<file path="src/rtl/led_state_uart_tx.sv">
// led_state_uart_tx: byte FIFO feeding an 8N1 UART transmitter (LED state reporter).
// Optional even parity bit (8E1 frame) when LED_UART_PARITY_EN is defined.
// CLK_FREQ_HZ / BAUD_RATE must be at least 2; FIFO_DEPTH must be a power of two >= 2.
module led_state_uart_tx #(
  parameter int unsigned CLK_FREQ_HZ = 100000000,
  parameter int unsigned BAUD_RATE   = 115200,
  parameter int unsigned FIFO_DEPTH  = 4
) (
  input  logic       clk,
  input  logic       rst_n,
  input  logic [7:0] in_data,
  input  logic       in_valid,
  output logic       in_ready,
  output logic       tx,
  output logic       busy,
  output logic       overflow
);

  localparam int unsigned CLKS_PER_BIT = CLK_FREQ_HZ / BAUD_RATE;
  localparam int unsigned CNT_W        = $clog2(CLKS_PER_BIT);
  localparam int unsigned PTR_W        = $clog2(FIFO_DEPTH);
  localparam int unsigned OCC_W        = PTR_W + 1;

  typedef enum logic [2:0] {
    S_IDLE,
    S_START,
    S_DATA,
`ifdef LED_UART_PARITY_EN
    S_PARITY,
`endif
    S_STOP
  } state_t;

  state_t             state_q, state_d;
  logic [CNT_W-1:0]   cnt_q, cnt_d;
  logic [2:0]         bit_q, bit_d;
  logic [7:0]         shift_q, shift_d;
`ifdef LED_UART_PARITY_EN
  logic               par_q, par_d;
`endif
  logic [PTR_W-1:0]   wr_ptr_q, wr_ptr_d;
  logic [PTR_W-1:0]   rd_ptr_q, rd_ptr_d;
  logic [OCC_W-1:0]   occ_q, occ_d;
  logic               tx_q, tx_d;
  logic               busy_q, busy_d;
  logic               in_ready_q, in_ready_d;
  logic               overflow_q, overflow_d;
  logic [7:0]         mem_q [FIFO_DEPTH];

  logic               push;
  logic               pop;
  logic               bit_end;
  logic               fifo_ne;

  assign tx       = tx_q;
  assign busy     = busy_q;
  assign in_ready = in_ready_q;
  assign overflow = overflow_q;

  // Next-state, FIFO bookkeeping and registered-output values.
  always_comb begin
    state_d    = state_q;
    cnt_d      = cnt_q;
    bit_d      = bit_q;
    shift_d    = shift_q;
`ifdef LED_UART_PARITY_EN
    par_d      = par_q;
`endif
    pop        = 1'b0;
    push       = in_valid && in_ready_q;
    bit_end    = (cnt_q == CNT_W'(CLKS_PER_BIT - 1));
    fifo_ne    = (occ_q != '0);
    tx_d       = 1'b1;

    case (state_q)
      S_IDLE: begin
        cnt_d = '0;
        if (fifo_ne) begin
          pop     = 1'b1;
          state_d = S_START;
        end
      end
      S_START: begin
        cnt_d = cnt_q + CNT_W'(1);
        if (bit_end) begin
          cnt_d   = '0;
          bit_d   = '0;
          state_d = S_DATA;
        end
      end
      S_DATA: begin
        cnt_d = cnt_q + CNT_W'(1);
        if (bit_end) begin
          cnt_d   = '0;
          shift_d = {1'b0, shift_q[7:1]};
          bit_d   = bit_q + 3'd1;
          if (bit_q == 3'd7) begin
`ifdef LED_UART_PARITY_EN
            state_d = S_PARITY;
`else
            state_d = S_STOP;
`endif
          end
        end
      end
`ifdef LED_UART_PARITY_EN
      S_PARITY: begin
        cnt_d = cnt_q + CNT_W'(1);
        if (bit_end) begin
          cnt_d   = '0;
          state_d = S_STOP;
        end
      end
`endif
      S_STOP: begin
        cnt_d = cnt_q + CNT_W'(1);
        if (bit_end) begin
          cnt_d = '0;
          if (fifo_ne) begin
            pop     = 1'b1;
            state_d = S_START;
          end else begin
            state_d = S_IDLE;
          end
        end
      end
      default: begin
        cnt_d   = '0;
        state_d = S_IDLE;
      end
    endcase

    if (pop) begin
      shift_d = mem_q[rd_ptr_q];
`ifdef LED_UART_PARITY_EN
      par_d   = ^mem_q[rd_ptr_q];
`endif
    end

    case (state_d)
      S_START:  tx_d = 1'b0;
      S_DATA:   tx_d = shift_d[0];
`ifdef LED_UART_PARITY_EN
      S_PARITY: tx_d = par_d;
`endif
      default:  tx_d = 1'b1;
    endcase

    wr_ptr_d   = wr_ptr_q + PTR_W'(push);
    rd_ptr_d   = rd_ptr_q + PTR_W'(pop);
    occ_d      = occ_q + OCC_W'(push) - OCC_W'(pop);
    in_ready_d = (occ_d < OCC_W'(FIFO_DEPTH));
    busy_d     = (state_d != S_IDLE) || (occ_d != '0);
    overflow_d = overflow_q || (in_valid && !in_ready_q);
  end

  // State, counters, FIFO pointers and outputs; reset aborts any frame.
  always_ff @(posedge clk or negedge rst_n) begin
    if (!rst_n) begin
      state_q    <= S_IDLE;
      cnt_q      <= '0;
      bit_q      <= '0;
      shift_q    <= '0;
`ifdef LED_UART_PARITY_EN
      par_q      <= 1'b0;
`endif
      wr_ptr_q   <= '0;
      rd_ptr_q   <= '0;
      occ_q      <= '0;
      tx_q       <= 1'b1;
      busy_q     <= 1'b0;
      in_ready_q <= 1'b1;
      overflow_q <= 1'b0;
    end else begin
      state_q    <= state_d;
      cnt_q      <= cnt_d;
      bit_q      <= bit_d;
      shift_q    <= shift_d;
`ifdef LED_UART_PARITY_EN
      par_q      <= par_d;
`endif
      wr_ptr_q   <= wr_ptr_d;
      rd_ptr_q   <= rd_ptr_d;
      occ_q      <= occ_d;
      tx_q       <= tx_d;
      busy_q     <= busy_d;
      in_ready_q <= in_ready_d;
      overflow_q <= overflow_d;
    end
  end

  // FIFO storage; contents are don't-care while the occupancy is zero.
  always_ff @(posedge clk) begin
    if (push) begin
      mem_q[wr_ptr_q] <= in_data;
    end
  end

endmodule

</file>
<file path="config.mk">
export PLATFORM = sky130hd
export DESIGN_NAME = led_state_uart_tx
export DESIGN_NICKNAME = d
export VERILOG_FILES = /design/src/rtl/led_state_uart_tx.sv
export SDC_FILE = /design/constraint.sdc
export NUM_CORES = 1
export LEC_CHECK = 0
export BUFFER_PORTS_ARGS = -buffer_cell sky130_fd_sc_hd__buf_2
export CAP_MARGIN = 20
export CORE_AREA = 5 5 85 87
export CTS_BUF_LIST = sky130_fd_sc_hd__clkbuf_16
export CTS_CLUSTER_DIAMETER = 60
export DETAILED_ROUTE_END_ITERATION = 8
export DIE_AREA = 0 0 90 92
export PLACE_DENSITY = 0.59
export SYNTH_ARGS = -nofsm -noshare
export SYNTH_HDL_FRONTEND = slang
export SYNTH_SLANG_ARGS = --single-unit
export TNS_END_PERCENT = 20
</file>
<file path="constraint.sdc">
create_clock -name clk -period 8 [get_ports clk]
set_clock_uncertainty 0.05 [all_clocks]
set_input_delay 2.4 -clock clk [delete_from_list [all_inputs] [get_ports clk]]
set_output_delay 2.4 -clock clk [all_outputs]
set_load 0.1 [all_outputs]
</file>
==> run_results.csv <==
group,metric,value,unit
synth,netlist_area,0.002868,mm2
grt,grt_start_max_net_pins,36,
cts,numCtsBuffers,9,
grt,first_global_vias,1621,
finish,drive_above_1_share,21.05,%
critical_path,critical_path_peak_fanout,5,
timing,tightestPinTransition,0.7639,ns
timing,fmaxAchievable,0.2521,GHz
timing,max-slew-margin-rel,49.07,%
critical_path,worst_ep_arrival_time,4.11,ns
grt,globalRouteTotalUtil,12.27,%
cts,clock_latency,0.32,ns
placed_design,gp_congestion,0.7406,
timing,maxSlewViolCount,0,
routing,routed-via-count,1568,
die,boundaryPins,15,
synth,synth.distinct_cells,44,
finish,final_core_util,53.00,%
placed_design,place_hpwl,3.048,mm
finish,flow.area_growth_from_synthesis,16.01,%
synth,synth_seq_area_share,64.14,%
cts,cts.repair_timing.setup_buffer_count,0,
job,cap_viol_max_count,0,
die,floorplan.die.height,92,um
worst_hold_path,worstHoldPathType,"flop to flop",
timing,final_min_period_over_clock_period,49.59,%
synth,yosys_register_bits,67,
die,die_area,0.008280,mm2
cts,ctsHoldBuffers,0,
cts,post_cts_repair_resize_count,0,
grt,grt_overflow_total,0,
power_and_ir_drop,largest_voltage_drop_on_the_vdd_net,170.8,uV
cts,tritoncts,"built",
routing,first_pass_iters,4,
power_and_ir_drop,power_density,339.2,mW/mm2
critical_path,critPathRequiredTime,8.14,ns
die,die_width,90,um
cts,clock_sink_count,67,
routing,detail_route.drc_violations,0,
cts,ctsHtreeMaxLevel,3,
grt,grt_first_pass_wirelength,7.935,mm
routing,route.detailed.vias_per_inst,5.141,
timing,rsz0062_at_grt,"no",
critical_path,timing.critical_path.from_type,"input port",
timing,period_minus_slack,3.967,ns
routing,detail_route.iter0.violations,44,
cts,clock_tree.buffer_depth,2,
finish,design_area,0.003327,mm2
finish,antenna_cells_inserted,0,
cts,buffer_type_at_the_clock_tree_root,"clkbuf_16",
routing,drt-total-wl,4.566,mm
run_status,outcome,"finished clean",
timing,whs,0.4031,ns
finish,fin_nets,240,
synth,synth-warning-count,0,
critical_path,crit_path_end_kind,"flop",
routing,routedWlPerCell,14.97,um
die,fp-row-count,29,
finish,multi_input_area,955.9,um2
timing,setup_viol_count_final,0,
placed_design,io_buffers,14,
synth,synthesized_area_per_cell,14.27,um2
synth,postSynthNetCount,218,
finish,layout.filler_cells,528,
critical_path,timing_worst_setup_path_type,"input port to flop",
power_and_ir_drop,power.leakage,1.333,nW
routing,postRouteAntennaNets,0,
finish,area_occupied_by_registers,0.001839,mm2
cts,clkSlewWorstSetupHoldPaths,0.05,ns
timing,fin_setup_tns,0,ns
timing,finalHoldViolations,0,
placed_design,detailed_place.area,0.003018,mm2
synth,post_synth_inst_count,201,
die,start_util,45.68,%
grt,antenna_violations_before_repair,0,
die,core_region_area,0.006277,mm2
==> path summary, 6_finish.rpt <==
check,depth (start not counted),endpoint,slack (ns),startpoint
setup / recovery,10,busy,4.03,in_valid
hold / removal,1,overflow,0.40,overflow
setup reg to reg,9,busy,4.65,cnt_q[0]
hold reg to reg,1,overflow,0.40,overflow
max in group asynchronous,1,wr_ptr_q[0],5.31,rst_n
min in group asynchronous,1,bit_q[1],2.10,rst_n
==> metrics by stage <==
stage	setup WS, ns	cells	total power, mW
global route	3.930	305	1.193
detailed placement	3.689	289	0.7359
floorplan	3.909	201	0.6769
CTS	4.032	305	1.144
global placement	3.732	289	0.7318
finish	4.033	305	1.128
==> placed cells by master, fill, tap and decap left out, types with 2 or more instances in the layout <==
cell,instances
nor3b_1,2
or3_1,2
and2_1,8
nor3_1,3
inv_1,10
edfxtp_1,32
clkbuf_16,9
bufinv_16,2
nor4_1,4
dfstp_2,2
a221o_1,6
or2_2,2
buf_2,14
and3_1,2
nor2_1,17
a22o_1,3
mux4_2,8
ha_1,5
o21ai_0,3
nand2_1,13
xnor2_1,7
dfrtp_1,33
nand3_1,7
a21o_1,2
buf_4,3
clkinv_1,2
xor2_1,6
==> cell families (layout without fill, tap and decap cells) <==
| family | Yosys count | count (layout) | share of synthesized area (%) |
|---|---|---|---|
| AND/OR/NAND/NOR | 69 | 69 | 13.13 |
| flip-flops | 67 | 67 | 64.14 |
| AO/OA/AOI/OAI | 20 | 20 | 6.064 |
| buffers and inverters | 15 | 42 | 2.530 |
| XOR/XNOR | 13 | 13 | 3.970 |
| multiplexers | 10 | 10 | 7.155 |
| adder cells (fa/ha/maj) | 6 | 6 | 2.880 |
| other | 1 | 1 | 0.1308 |
==> cell usage after synthesis <==
cell / n / share of area, %
dfrtp_1: 33 / 29
edfxtp_1: 32 / 34
nor2_1: 17 / 2.2
nand2_1: 13 / 1.7
inv_1: 9 / 1.2
and2_1: 8 / 1.7
mux4_2: 8 / 6.3
nand3_1: 7 / 1.2
xnor2_1: 7 / 2.1
a221o_1: 6 / 2.1
xor2_1: 6 / 1.8
ha_1: 5 / 2.2
nor4_1: 4 / 0.87
a22o_1: 3 / 0.92
clkbuf_1: 3 / 0.39
nor3_1: 3 / 0.52
o21ai_0: 3 / 0.52
a21o_1: 2 / 0.52
and3_1: 2 / 0.44
buf_6: 2 / 0.79
dfstp_2: 2 / 1.8
nor3b_1: 2 / 0.52
or2_2: 2 / 0.44
or3_1: 2 / 0.44
a21bo_2: 1 / 0.35
a21oi_1: 1 / 0.17
a21oi_2: 1 / 0.31
and4_1: 1 / 0.31
buf_2: 1 / 0.17
conb_1: 1 / 0.13
fa_1: 1 / 0.70
mux2_4: 1 / 0.52
mux2i_1: 1 / 0.35
nand3b_1: 1 / 0.26
nand4_1: 1 / 0.22
nand4bb_1: 1 / 0.39
nor2b_1: 1 / 0.22
nor4_4: 1 / 0.74
o21a_1: 1 / 0.26
o21ai_1: 1 / 0.17
o31ai_4: 1 / 0.74
or3b_1: 1 / 0.31
or3b_2: 1 / 0.31
or4_1: 1 / 0.26
==> registers in the layout, summed over array words and instances, names as in the netlist <==
| name | cells |
|---|---|
| cnt_q | 10 |
| rd_ptr_q | 2 |
| overflow | 1 |
| tx | 1 |
| shift_q | 8 |
| mem_q | 32 |
| in_ready | 1 |
| busy | 1 |
| state_q | 3 |
| bit_q | 3 |
| wr_ptr_q | 2 |
| occ_q | 3 |
==> power breakdown <==
group | internal [mW] | total, mW | switching (mW) | leakage (nW)
registers | 0.437 | 0.494 | 0.0566 | 0.728
logic | 0.109 | 0.230 | 0.121 | 0.454
clock network | 0.269 | 0.405 | 0.136 | 0.152
==> layout make-up <==
cell class              instances  share of cell area [%]
flip-flops and latches         67                   55.28
multi-input cells             119                   28.73
clock buffers                   9                   6.769
well taps                      77                   2.896
repair buffers                 17                   2.783
clock inverters                 7                   2.520
inverters                       9                   1.015
==> layer usage <==
metal	global-route usage, %	share of wire (%)
met1	15.85	48
met2	19.09	48
met3	3.028	2.6
met4	6.700	1.9
met5	0	0
==> critical path, cell delays in order <==
cell	delay, ns
buf_2	0.10
nand2_1	0.13
inv_1	0.09
nand2_1	0.07
nand2_1	0.07
ha_1	0.19
fa_1	0.37
xnor2_1	0.14
xnor2_1	0.14
or4_1	0.39
Power figures use the tool's default switching activity.
